$ cat src/rtl/mem_port_arbiter_pkg.sv
//------------------------------------------------------------------------------
// Package     : mem_arb_pkg
// Description : FSM/grant encodings and the arbitration helper.
// Revision    : 1.0 - initial release
//------------------------------------------------------------------------------
`default_nettype none

package mem_arb_pkg;

  typedef logic [1:0] arb_state_t;

  localparam arb_state_t ST_IDLE    = 2'd0;
  localparam arb_state_t ST_IFETCH  = 2'd1;
  localparam arb_state_t ST_DACCESS = 2'd2;

  localparam logic GNT_IF = 1'b0;
  localparam logic GNT_D  = 1'b1;

  // Data wins when it is the only eligible requester, or on a tie when IF was served last.
  function automatic logic d_wins(input logic if_elig, input logic d_elig, input logic last_grant);
    return d_elig && (!if_elig || (last_grant == GNT_IF));
  endfunction

endpackage

`default_nettype wire

$ cat src/rtl/mem_port_arbiter_if.sv
//------------------------------------------------------------------------------
// Interface   : mem_port_arbiter_if
// Description : Pipeline-side and memory-side signals of the memory port arbiter.
// Revision    : 1.0 - initial release
//------------------------------------------------------------------------------
`default_nettype none

interface mem_port_arbiter_if #(
  parameter int ADDR_W = 32,
  parameter int DATA_W = 32,
  parameter int CNT_W  = 32
);
  logic              if_req;
  logic [ADDR_W-1:0] if_addr;
  logic [DATA_W-1:0] if_rdata;
  logic              if_valid;
  logic              StallF;
  logic              MemReadM;
  logic              MemWriteM;
  logic [ADDR_W-1:0] ALUResultM;
  logic [DATA_W-1:0] WriteDataM;
  logic [DATA_W-1:0] d_rdata;
  logic              d_valid;
  logic              StallM;
  logic              m_req;
  logic              m_we;
  logic [ADDR_W-1:0] m_addr;
  logic [DATA_W-1:0] m_wdata;
  logic [DATA_W-1:0] m_rdata;
  logic              m_ready;
  logic [CNT_W-1:0]  if_stall_cnt;
  logic [CNT_W-1:0]  d_stall_cnt;

  // Arbiter view
  modport slave (
    input  if_req, if_addr, MemReadM, MemWriteM, ALUResultM, WriteDataM, m_rdata, m_ready,
    output if_rdata, if_valid, StallF, d_rdata, d_valid, StallM,
           m_req, m_we, m_addr, m_wdata, if_stall_cnt, d_stall_cnt
  );

  // Pipeline + memory view
  modport master (
    output if_req, if_addr, MemReadM, MemWriteM, ALUResultM, WriteDataM, m_rdata, m_ready,
    input  if_rdata, if_valid, StallF, d_rdata, d_valid, StallM,
           m_req, m_we, m_addr, m_wdata, if_stall_cnt, d_stall_cnt
  );
endinterface

`default_nettype wire

$ cat src/rtl/mem_port_arbiter_perf_ctr.sv
//------------------------------------------------------------------------------
// Module      : mem_arb_perf_ctr
// Description : Saturating event counter with enable; sync active-low reset.
// Revision    : 1.0 - initial release
//------------------------------------------------------------------------------
`default_nettype none

module mem_arb_perf_ctr #(
  parameter int CNT_W = 32
) (
  input  wire logic             clk,
  input  wire logic             rst,
  input  wire logic             i_en,
  output logic      [CNT_W-1:0] o_cnt
);

  logic [CNT_W-1:0] r_cnt;

  always_ff @(posedge clk) begin
    if (!rst) begin
      r_cnt <= '0;
    end else if (i_en && (r_cnt != {CNT_W{1'b1}})) begin
      r_cnt <= r_cnt + 1'b1;
    end
  end

  assign o_cnt = r_cnt;

endmodule

`default_nettype wire

$ cat src/rtl/mem_port_arbiter.sv
//------------------------------------------------------------------------------
// Module      : mem_port_arbiter
// Description : Shares one single-ported memory between IF and MEM stages with
//               alternating priority. Define MEM_ARB_PERF_EN for stall counters.
// Revision    : 1.0 - initial release
//------------------------------------------------------------------------------
`default_nettype none

module mem_port_arbiter
  import mem_arb_pkg::*;
#(
  parameter int ADDR_W = 32,
  parameter int DATA_W = 32,
  parameter int CNT_W  = 32
) (
  input wire logic         clk,
  input wire logic         rst,
  mem_port_arbiter_if.slave bus
);

  arb_state_t        r_state;
  arb_state_t        w_next_state;
  logic              r_last_grant;
  logic [ADDR_W-1:0] r_addr;
  logic              r_we;
  logic [DATA_W-1:0] r_wdata;

  logic w_d_pend;
  logic w_grant_en;
  logic w_if_elig;
  logic w_d_elig;
  logic w_take_d;
  logic w_take_if;
  logic w_if_valid;
  logic w_d_valid;

  assign w_d_pend = bus.MemReadM | bus.MemWriteM;

  always_ff @(posedge clk) begin
    if (!rst) begin
      r_state <= ST_IDLE;
    end else begin
      r_state <= w_next_state;
    end
  end

  // Arbitration happens when idle or on the completing cycle; the requester
  // just served is excluded so a back-to-back grant always alternates.
  always_comb begin
    w_grant_en   = ((r_state != ST_IFETCH) && (r_state != ST_DACCESS)) || bus.m_ready;
    w_if_elig    = bus.if_req && w_grant_en && (r_state != ST_IFETCH);
    w_d_elig     = w_d_pend && w_grant_en && (r_state != ST_DACCESS);
    w_take_d     = d_wins(w_if_elig, w_d_elig, r_last_grant);
    w_take_if    = w_if_elig && !w_take_d;
    w_next_state = r_state;
    if (w_take_d) begin
      w_next_state = ST_DACCESS;
    end else if (w_take_if) begin
      w_next_state = ST_IFETCH;
    end else if (w_grant_en) begin
      w_next_state = ST_IDLE;
    end
  end

  always_ff @(posedge clk) begin
    if (!rst) begin
      r_last_grant <= GNT_IF;
      r_addr       <= '0;
      r_we         <= 1'b0;
      r_wdata      <= '0;
    end else if (w_take_d) begin
      r_last_grant <= GNT_D;
      r_addr       <= bus.ALUResultM;
      r_we         <= bus.MemWriteM;
      r_wdata      <= bus.WriteDataM;
    end else if (w_take_if) begin
      r_last_grant <= GNT_IF;
      r_addr       <= bus.if_addr;
      r_we         <= 1'b0;
    end
  end

  always_comb begin
    w_if_valid = (r_state == ST_IFETCH) && bus.m_ready;
    w_d_valid  = (r_state == ST_DACCESS) && bus.m_ready;
  end

  assign bus.m_req    = (r_state != ST_IDLE);
  assign bus.m_we     = r_we;
  assign bus.m_addr   = r_addr;
  assign bus.m_wdata  = r_wdata;
  assign bus.if_valid = w_if_valid;
  assign bus.d_valid  = w_d_valid;
  assign bus.if_rdata = bus.m_rdata;
  assign bus.d_rdata  = bus.m_rdata;
  assign bus.StallF   = bus.if_req && !w_if_valid;
  assign bus.StallM   = w_d_pend && !w_d_valid;

`ifdef MEM_ARB_PERF_EN
  mem_arb_perf_ctr #(.CNT_W(CNT_W)) u_if_stall_ctr (
    .clk   (clk),
    .rst   (rst),
    .i_en  (bus.StallF),
    .o_cnt (bus.if_stall_cnt)
  );

  mem_arb_perf_ctr #(.CNT_W(CNT_W)) u_d_stall_ctr (
    .clk   (clk),
    .rst   (rst),
    .i_en  (bus.StallM),
    .o_cnt (bus.d_stall_cnt)
  );
`else
  assign bus.if_stall_cnt = '0;
  assign bus.d_stall_cnt  = '0;
`endif

endmodule

`default_nettype wire

$ cat src/flat_wrapper.sv
// flat-port wrapper written by rule: the top's interface ports become plain ports
module mem_port_arbiter_flat import mem_arb_pkg::*;
#(
  parameter int ADDR_W = 32,
  parameter int DATA_W = 32,
  parameter int CNT_W  = 32
)
  (clk, rst, bus_if_req, bus_if_addr, bus_MemReadM, bus_MemWriteM, bus_ALUResultM, bus_WriteDataM, bus_m_rdata, bus_m_ready, bus_if_rdata, bus_if_valid, bus_StallF, bus_d_rdata, bus_d_valid, bus_StallM, bus_m_req, bus_m_we, bus_m_addr, bus_m_wdata, bus_if_stall_cnt, bus_d_stall_cnt);
  mem_port_arbiter_if #(.ADDR_W(ADDR_W), .DATA_W(DATA_W), .CNT_W(CNT_W)) bus_i ();
  input wire logic clk;
  input wire logic rst;
  input wire logic [$bits(bus_i.if_req)-1:0] bus_if_req;
  input wire logic [$bits(bus_i.if_addr)-1:0] bus_if_addr;
  input wire logic [$bits(bus_i.MemReadM)-1:0] bus_MemReadM;
  input wire logic [$bits(bus_i.MemWriteM)-1:0] bus_MemWriteM;
  input wire logic [$bits(bus_i.ALUResultM)-1:0] bus_ALUResultM;
  input wire logic [$bits(bus_i.WriteDataM)-1:0] bus_WriteDataM;
  input wire logic [$bits(bus_i.m_rdata)-1:0] bus_m_rdata;
  input wire logic [$bits(bus_i.m_ready)-1:0] bus_m_ready;
  output wire logic [$bits(bus_i.if_rdata)-1:0] bus_if_rdata;
  output wire logic [$bits(bus_i.if_valid)-1:0] bus_if_valid;
  output wire logic [$bits(bus_i.StallF)-1:0] bus_StallF;
  output wire logic [$bits(bus_i.d_rdata)-1:0] bus_d_rdata;
  output wire logic [$bits(bus_i.d_valid)-1:0] bus_d_valid;
  output wire logic [$bits(bus_i.StallM)-1:0] bus_StallM;
  output wire logic [$bits(bus_i.m_req)-1:0] bus_m_req;
  output wire logic [$bits(bus_i.m_we)-1:0] bus_m_we;
  output wire logic [$bits(bus_i.m_addr)-1:0] bus_m_addr;
  output wire logic [$bits(bus_i.m_wdata)-1:0] bus_m_wdata;
  output wire logic [$bits(bus_i.if_stall_cnt)-1:0] bus_if_stall_cnt;
  output wire logic [$bits(bus_i.d_stall_cnt)-1:0] bus_d_stall_cnt;
  assign bus_i.if_req = bus_if_req;
  assign bus_i.if_addr = bus_if_addr;
  assign bus_i.MemReadM = bus_MemReadM;
  assign bus_i.MemWriteM = bus_MemWriteM;
  assign bus_i.ALUResultM = bus_ALUResultM;
  assign bus_i.WriteDataM = bus_WriteDataM;
  assign bus_i.m_rdata = bus_m_rdata;
  assign bus_i.m_ready = bus_m_ready;
  assign bus_if_rdata = bus_i.if_rdata;
  assign bus_if_valid = bus_i.if_valid;
  assign bus_StallF = bus_i.StallF;
  assign bus_d_rdata = bus_i.d_rdata;
  assign bus_d_valid = bus_i.d_valid;
  assign bus_StallM = bus_i.StallM;
  assign bus_m_req = bus_i.m_req;
  assign bus_m_we = bus_i.m_we;
  assign bus_m_addr = bus_i.m_addr;
  assign bus_m_wdata = bus_i.m_wdata;
  assign bus_if_stall_cnt = bus_i.if_stall_cnt;
  assign bus_d_stall_cnt = bus_i.d_stall_cnt;
  mem_port_arbiter #(.ADDR_W(ADDR_W), .DATA_W(DATA_W), .CNT_W(CNT_W)) u_core (.clk(clk), .rst(rst), .bus(bus_i));
endmodule
$ cat config.mk
export PLATFORM = sky130hd
export DESIGN_NAME = mem_port_arbiter_flat
export DESIGN_NICKNAME = d
export VERILOG_FILES = /design/src/rtl/mem_port_arbiter_pkg.sv /design/src/rtl/mem_port_arbiter_if.sv /design/src/rtl/mem_port_arbiter_perf_ctr.sv /design/src/rtl/mem_port_arbiter.sv /design/src/flat_wrapper.sv
export SDC_FILE = /design/constraint.sdc
export NUM_CORES = 1
export LEC_CHECK = 0
export BUFFER_PORTS_ARGS = -buffer_cell sky130_fd_sc_hd__buf_2
export CAP_MARGIN = 10
export CORE_AREA = 2 2 129 131
export DETAILED_ROUTE_END_ITERATION = 12
export DIE_AREA = 0 0 131 133
export PLACE_DENSITY = 0.56
export SYNTH_ARGS = -nofsm -noshare
export SYNTH_HDL_FRONTEND = slang
export SYNTH_HIERARCHICAL = 1
export SYNTH_SLANG_ARGS = --single-unit
$ cat constraint.sdc
create_clock -name clk -period 3.14 [get_ports clk]
set_input_delay 0.314 -clock clk [delete_from_list [all_inputs] [get_ports clk]]
set_output_delay 0.314 -clock clk [all_outputs]
set_load 0.05 [all_outputs]
Yosys cells after proc, flatten, opt, wreduce, memory -nomap -nowiden
Cells that the tools add are included.

Multipliers: 0. Eq/ne operators: 4. Reductions and logical operators: 22. Shift operators: 0. Add/subtract/negate cells: 0. Divide/modulo/power cells: 0. Bitwise logic cells: 3. Muxes and demuxes: 8. Magnitude comparators: 0.

Operators with widths (count): 32-bit 2-to-1 mux (2); 1-bit logical AND (11); 2-bit 2-to-1 mux (3); 2-bit nonzero test (3); 1-bit logical NOT (4); 1-bit 2-to-1 mux (3); 3-bit nonzero test (1); 2-bit by 1-bit == test with 1-bit output (second input constant) (1); 2-bit == test (second input constant) (1); 1-bit logical OR (2); 2-bit by 1-bit inequality test with 1-bit output (second input constant) (1); 2-bit inequality test (second input constant) (1); 1-bit NOT (2); 2-bit OR reduction (1); 1-bit OR (1).

Bits in writable memories: 0. Memories kept: 0. Latch bits: 0. Word-level logic and storage cells: 43. Memory bits (read-only): 0. Output and inout port bits: 198. Input bits: 134. Register bits: 68.

Longest topological paths before layout
Gate-level depths: netlist (run 1).

Depth after elaboration: 12. Mapped depth: 8. Gate-level depth less buffers: 6.

Worst setup path after synthesis (run 1)
No wires, ideal clock.

Kind: register -> output. Start point: register u_core.r_state[0]. End point: output port bus_StallM. Required time: 2.826 ns. Stages on the path, launching flop included: 5. Buffers on the path: 0. Path slack: 1.087 ns. Arrival: 1.739 ns. Cell sequence: dfxtp_1 -> inv_1 -> ha_1 -> and2_1 -> nor2_1.

Longest elaborated chain between the ends: 4.

Ends and longest elaborated chain: from (decl) (RTL line mem_port_arbiter.sv:21) `arb_state_t r_state;`; from (signal assigned) (RTL line mem_port_arbiter.sv:43) `r_state <= w_next_state;`; 2-bit == test (RTL line mem_port_arbiter.sv:85) `w_d_valid = (r_state == ST_DACCESS) && bus.m_ready;`; 1-bit logical AND (RTL line mem_port_arbiter.sv:85); net bus_d_valid (RTL line flat_wrapper.sv:24) `output wire logic [$bits(bus_i.d_valid)-1:0] bus_d_valid;`; 1-bit logical NOT (RTL line mem_port_arbiter.sv:97) `assign bus.StallM = w_d_pend && !w_d_valid;`; 1-bit logical AND (RTL line mem_port_arbiter.sv:97); to (decl) (RTL line flat_wrapper.sv:25) `output wire logic [$bits(bus_i.StallM)-1:0] bus_StallM;`.

The timed path passes the listed nets, and every way through them passes these cells.

Worst setup path in the final report (run 1)
Start point: register u_core.r_state[0]. End point: register u_core.r_wdata[21] (netlist: u_core/bus.m_wdata[21]).

Longest elaborated chain between the ends: 8. Elaborated cells between the ends (all ways): 11. Classes of those cells: 2 x eq/ne; 9 x reduce/logical.

Ends and longest elaborated chain: 2-bit by 1-bit inequality test with 1-bit output / 2-bit inequality test (equally long branches) (RTL line mem_port_arbiter.sv:50, mem_port_arbiter.sv:51, mem_port_arbiter.sv:52); 1-bit logical AND (RTL line mem_port_arbiter.sv:50) `w_grant_en = ((r_state != ST_IFETCH) && (r_state != ST_DACCESS)) || bus.m_ready;`; 1-bit logical OR (RTL line mem_port_arbiter.sv:50); 1-bit logical AND (2 in series) (RTL line mem_port_arbiter.sv:51) `w_if_elig = bus.if_req && w_grant_en && (r_state != ST_IFETCH);`; 1-bit logical NOT (RTL line mem_port_arbiter_pkg.sv:21) `return d_elig && (!if_elig || (last_grant == GNT_IF));`; 1-bit logical OR (RTL line mem_port_arbiter_pkg.sv:21); 1-bit logical AND (*) (RTL line mem_port_arbiter_pkg.sv:21); to (signal assigned) (RTL line mem_port_arbiter.sv:75) `r_wdata <= bus.WriteDataM;`; to (decl) (RTL line mem_port_arbiter.sv:26) `logic [DATA_W-1:0] r_wdata;`.

Mark *: on every way between the ends. The rest lies on a longest branch, timed or not. A chain may end at the register's enable or synchronous reset.

==> flow_metrics.py, run 1 <==
metrics = {
    "clock_network": {
        "hold_buffers": 0,
        "ctsResizeCount": 0,
        "clk_path_buf_depth": 2,
        "clk_latency_ns": 0.34,
        "cts_buffers": 9,
        "cts_root_buf": "clkbuf_16",
        "clk_pin_slew_ns": 0.06,
        "htreeDepth": 3,
        "post_cts.repair.setup_buffers": 0,
        "cts_tree": "done",
        "clock-sinks": 68,
    },
    "synthesis": {
        "muxShareOfSynthArea": 0,
        "synth_top_family_by_area": "buffers and inverters",
        "synthDistinctLibCells": 29,
        "synthSimpleGateAreaFrac": 0.203,
        "synth-warning-count": 6,
        "yosysSeqAreaShare": 0.348,
        "syn-cell-area_um2": 3910,
        "synthAdderAreaFrac": 0.00961,
        "synthesis.instances": 446,
        "ys_ff_latch": 68,
        "synthXorXnorAreaFrac": 0,
        "synth_area_per_cell_um2": 8.76,
        "synth_compound_area_frac": 0.149,
    },
    "final_layout": {
        "nets": 678,
        "fillerInstances": 1793,
        "syn_to_final_growth_pct": 16.0,
        "drive_gt1_frac": 0.370,
        "seq_area_um2": 1360,
        "fin_area_um2": 4530,
        "antenna_cells": 0,
        "final_core_util": 0.280,
        "multi_input_area_um2": 1680,
    },
    "global_route": {
        "grt_max_degree": 65,
        "first_global_vias": 2922,
        "grt_pass1_wl_mm": 15.4,
        "gr-total-overflow": 0,
        "track_usage": 0.118,
        "antenna_found_initial": 0,
    },
    "worst_setup_path": {
        "timing.rr.start": "u_core/r_state[0]$_SDFFE_PP0P_",
        "worst-path-max-fanout": 64,
        "ff2ff_path_depth": 7,
        "crit_required_ns": 3.40,
        "cp.arrival_ns": 2.39,
        "critPathKind": "register to register",
        "critPathLaunchType": "register",
        "r2r_end": "u_core/bus.m_wdata[21]$_SDFFE_PN0P_",
        "reg2reg_slack_ns": 1.02,
        "end_kind": "register",
    },
    "timing": {
        "worst_pin_slew_ns": 0.531,
        "final_hold_viol_count": 0,
        "fin_crit_sh": 0.677,
        "finalSetupTns_ns": 0,
        "drv_slew": 0,
        "rsz0062_at_grt": "no",
        "fin_crit_ns": 2.12,
        "fmax_ghz": 0.471,
        "final-setup-viol-count": 0,
        "maxSlewHeadroom": 0.646,
        "finClkSkew_ns": 0.00658,
    },
    "floorplan": {
        "initial_utilization": 0.242,
        "die_area_um2": 17400,
        "ioPinCount": 332,
        "die_w_um": 131,
        "rows": 47,
        "coreArea_um2": 16200,
        "fp.dieH_um": 133,
    },
    "placement": {
        "placed_cell_area_um2": 4240,
        "dp_hpwl_mm": 7.75,
        "gp_congestion": 0.693,
        "port_buffers": 171,
    },
    "routing": {
        "viasPerCell": 4.10,
        "drc_errors": 0,
        "drt_iter0_markers": 109,
        "wl_per_cell_um": 13.8,
        "routed_wl_mm": 10.6,
        "vias": 3143,
        "detail-route-antenna-nets": 0,
        "firstDrtPassIters": 4,
    },
    "job": {
        "cap_violations": 0,
    },
    "min_path": {
        "hp-start": "bus_WriteDataM[7]",
        "whs_path_depth": 3,
        "hold_path_end": "u_core/bus.m_wdata[7]$_SDFFE_PN0P_",
        "min_path_type": "input pin to register",
    },
    "power_and_ir_drop": {
        "p_leak_nw": 2.12,
        "powerDensity_nw_per_um2": 763,
        "worst_ir_drop_vdd_v": 0.000295,
    },
    "run_status": {
        "status": "complete, no violations",
    },
}
[synth_stat cells]
library cell | count | share of area
buf_4 | 128 | 0.25
dfxtp_1 | 68 | 0.35
nand2_1 | 32 | 0.031
nand2b_1 | 32 | 0.051
nand3_1 | 32 | 0.041
o2111a_1 | 32 | 0.092
or3_1 | 32 | 0.051
o21ai_0 | 28 | 0.036
clkbuf_1 | 15 | 0.014
buf_2 | 11 | 0.014
buf_6 | 4 | 0.012
o21ai_1 | 4 | 0.0051
ha_1 | 3 | 0.0096
inv_1 | 3 | 0.0029
nor2b_1 | 3 | 0.0048
a21oi_1 | 2 | 0.0026
and2_1 | 2 | 0.0032
nor2_1 | 2 | 0.0019
nor2b_4 | 2 | 0.0070
nor3b_1 | 2 | 0.0038
a2111oi_4 | 1 | 0.0070
and3_1 | 1 | 0.0016
conb_1 | 1 | 0.00096
nand3b_1 | 1 | 0.0019
nor2_2 | 1 | 0.0016
nor3_2 | 1 | 0.0026
o211a_1 | 1 | 0.0026
o21a_1 | 1 | 0.0019
o31ai_1 | 1 | 0.0019
[metal layers]
layer | track usage | part of all wire | up-vias
met2 | 0.198 | 0.48 | 206
met3 | 0.0562 | 0.12 | 21
met4 | 0.0532 | 0.019 | 0
met5 | 0 | 0 | -
met1 | 0.124 | 0.37 | 1393
li1 | - | - | 1523
[stage by stage]
step / cells / setup slack [ns] / hold WS, ns / power [mW]
floorplan: 509 / 1.09 / 0.444 / 2.47
global placement: 750 / 1.09 / 0.436 / 2.51
detailed placement: 750 / 1.02 / 0.444 / 2.51
CTS: 766 / 1.02 / 0.172 / 3.53
global route: 766 / 0.809 / 0.187 / 3.67
finish: 766 / 1.02 / 0.192 / 3.46
[flip-flops by register name, indices dropped and copies added (netlist names)]
register,flops
u_core/bus.m_addr,32
u_core/bus.m_wdata,32
u_core/bus.m_we,1
u_core/r_last_grant,1
u_core/r_state,2
[worst max-delay path, cell delays in order (launching register included)]
cell       delay, ns
dfxtp_1         0.36
inv_1           0.07
ha_1            0.29
nor2b_4         0.17
a2111oi_4       0.38
buf_4           0.51
nand3_1         0.15
o21ai_0         0.09
[worst max-delay path by stage]
stage / start / end / cells past startpoint
finish: u_core/r_state[0]$_SDFFE_PP0P_ / u_core/bus.m_wdata[21]$_SDFFE_PN0P_ / 7
global route: u_core/r_state[0]$_SDFFE_PP0P_ / u_core/bus.m_wdata[25]$_SDFFE_PN0P_ / 6
CTS: u_core/r_state[0]$_SDFFE_PP0P_ / u_core/bus.m_wdata[20]$_SDFFE_PN0P_ / 6
detailed placement: u_core/r_state[0]$_SDFFE_PP0P_ / u_core/bus.m_wdata[0]$_SDFFE_PN0P_ / 6
global placement: u_core/r_state[0]$_SDFFE_PP0P_ / u_core/bus.m_wdata[12]$_SDFFE_PN0P_ / 6
floorplan: u_core/r_state[0]$_SDFFE_PP0P_ / bus_StallM / 4
[cells in the final DEF (no fill, tap or decap), types with 3 or more instances in the layout]
| master | netlist | final |
|---|---|---|
| dfxtp_1 | 68 | 68 |
| inv_1 | 3 | 3 |
| clkbuf_16 | 0 | 9 |
| conb_1 | 1 | 64 |
| nand2_1 | 32 | 32 |
| buf_2 | 11 | 170 |
| nand2b_1 | 32 | 32 |
| nand3_1 | 32 | 32 |
| or3_1 | 32 | 32 |
| o21ai_0 | 28 | 28 |
| buf_4 | 128 | 9 |
| o2111a_1 | 32 | 32 |
| o21ai_1 | 4 | 4 |
| ha_1 | 3 | 3 |
[power by group]
part | switching, mW | leakage (nW) | internal (mW) | total, mW
Clock | 0.399 | 0.142 | 0.579 | 0.977
Sequential | 0.0679 | 0.564 | 1.01 | 1.08
Combinational | 1.06 | 1.41 | 0.342 | 1.40
Total | 1.53 | 2.12 | 1.93 | 3.46
[cells by family after synthesis]
logic type	count (synthesis)
other cells	1
compound gates	70
simple gates	143
flops	68
fa+ha+maj	3
buf+inv	161
[final cells by class]
| type | count | share of cell area |
|---|---|---|
| tap | 220 | 0.0608 |
| timing repair buffer | 179 | 0.203 |
| inverter | 3 | 0.00249 |
| clock buffer | 11 | 0.0558 |
| sequential | 68 | 0.301 |
| multi-input combinational | 280 | 0.370 |
| clock inverter | 5 | 0.00773 |
No activity file was read; power rests on OpenSTA's default activity.
==> run 2: changes to the inputs <==
- CORE_AREA: 2 2 129 131 -> 2 2 130 132
- DIE_AREA: 0 0 131 133 -> 0 0 132 134
- clock period: 3.14 -> 2.13 ns (I/O delays scaled with it)
==> flow_metrics.py, run 2 (synthesized netlist as in run 1, its figures left out) <==
metrics = {
    "run_status": {
        "status": "complete, no violations",
    },
    "floorplan": {
        "die_area_um2": 17700,
        "initial_utilization": 0.240,
        "fp.dieH_um": 134,
        "rows": 47,
        "die_w_um": 132,
        "ioPinCount": 332,
        "coreArea_um2": 16300,
    },
    "timing": {
        "finClkSkew_ns": 0.00396,
        "fin_crit_ns": 2.01,
        "setup_ws_ns": 0.121,
        "worst_pin_slew_ns": 0.691,
        "rsz0062_at_grt": "no",
        "final-setup-viol-count": 0,
        "maxSlewHeadroom": 0.538,
        "fin_crit_sh": 0.943,
        "final_hold_viol_count": 0,
        "fmax_ghz": 0.498,
        "drv_slew": 0,
    },
    "worst_setup_path": {
        "critPathLaunchType": "register",
        "critPathKind": "register to primary output",
        "end_kind": "primary output",
        "crit_required_ns": 1.92,
        "cp.arrival_ns": 1.80,
        "worst-path-max-fanout": 4,
    },
    "job": {
        "cap_violations": 0,
    },
    "placement": {
        "port_buffers": 171,
        "gp_congestion": 0.715,
        "dp_hpwl_mm": 8.01,
        "dp_slack_ns": -0.172,
        "placed_cell_area_um2": 4370,
        "dp.cells": 760,
    },
    "clock_network": {
        "clk_latency_ns": 0.34,
        "clk_path_buf_depth": 2,
        "htreeDepth": 3,
        "hold_buffers": 0,
        "cts_root_buf": "clkbuf_16",
        "cts_tree": "done",
        "clk_pin_slew_ns": 0.06,
        "clock-sinks": 68,
        "cts_buffers": 9,
    },
    "power_and_ir_drop": {
        "worst_ir_drop_vdd_v": 0.000351,
        "p_leak_nw": 2.20,
        "powerDensity_nw_per_um2": 1130,
        "power_mw": 5.31,
    },
    "final_layout": {
        "syn_to_final_growth_pct": 20.5,
        "drive_gt1_frac": 0.381,
        "layout_commonest_cell": "buf_2",
        "antenna_cells": 0,
        "final_cell_mix": "170 x buf_2, 68 x dfxtp_1, 64 x conb_1",
        "fillerInstances": 1766,
        "fin_area_um2": 4710,
        "multi_input_area_um2": 1690,
        "final_core_util": 0.289,
        "nets": 690,
        "seq_area_um2": 1360,
        "stdcell_count": 777,
    },
    "routing": {
        "drt_iter0_markers": 106,
        "firstDrtPassIters": 4,
        "detail-route-antenna-nets": 0,
        "wl_per_cell_um": 14.5,
        "routed_wl_mm": 11.2,
        "viasPerCell": 4.15,
        "drc_errors": 0,
        "vias": 3227,
    },
    "min_path": {
        "min_path_type": "input pin to register",
    },
    "global_route": {
        "grt_max_degree": 54,
        "gr-total-overflow": 0,
        "first_global_vias": 3092,
        "grt_pass1_wl_mm": 16.7,
        "antenna_found_initial": 1,
        "track_usage": 0.123,
    },
}
[run 2: cell count changes in the layout (fill, tap and decap cells not counted)]
cell,before,now
buf_12,0,4
buf_4,9,13
buf_6,0,2
bufinv_16,0,1
clkbuf_1,0,1
clkbuf_16,9,10
clkbuf_8,2,1
clkinv_2,2,1
clkinv_4,1,0
clkinvlp_4,1,2
inv_6,1,0
nor3_4,1,2
[run 2: area by class of cell]
class,count,share of cell area
sequential,68,0.289
clock inverter,4,0.0106
inverter,3,0.00239
multi-input combinational,281,0.359
clock buffer,11,0.0516
tap,220,0.0585
timing repair buffer,190,0.229
[run 2: worst paths after layout]
path                                                          from  slack, ns  cells after the start                                  end
worst max-delay path                u_core/r_state[1]$_SDFFE_PN0P_       0.12                      6                           bus_StallM
worst min-delay path                            bus_WriteDataM[11]       0.09                      3  u_core/bus.m_wdata[11]$_SDFFE_PN0P_
worst max register to register      u_core/r_state[1]$_SDFFE_PN0P_       0.14                      8    u_core/bus.m_addr[4]$_SDFFE_PN0P_
worst min register to register  u_core/bus.m_wdata[9]$_SDFFE_PN0P_       0.45                      2   u_core/bus.m_wdata[9]$_SDFFE_PN0P_
[run 2: layer usage]
metal / vias to the layer above / share of wire / GRT usage
met4: 2 / 0.019 / 0.0501
met5: - / 0.0014 / 0
met1: 1448 / 0.39 / 0.130
li1: 1558 / - / -
met3: 22 / 0.091 / 0.0503
met2: 197 / 0.50 / 0.217
[run 2: metrics by stage]
stage                     hold WS [ns]  TNS, ns
after floorplan                  0.343        0
after global placement           0.426   -0.640
after detailed placement         0.426    -1.33
after CTS                       0.0729        0
after global routing            0.0827        0
final                           0.0899        0
[run 2: where the power goes]
| part | switching [mW] | internal (mW) |
|---|---|---|
| Combinational | 1.61 | 0.613 |
| Clock | 0.574 | 0.930 |
| Sequential | 0.0971 | 1.49 |
| Total | 2.28 | 3.03 |
[run 2: timing repair]
item,CTS,global route
endpoints found under the setup margin,33,58
pin swaps,1,2
gates resized for setup,1,2
setup buffers,0,0
cloned,1,1
[run 2: critical path: stages (launching register included)]
cell     delay, ns
dfxtp_1       0.31
buf_4         0.13
ha_1          0.27
buf_4         0.20
and2_1        0.18
nor2_1        0.11
buf_2         0.26
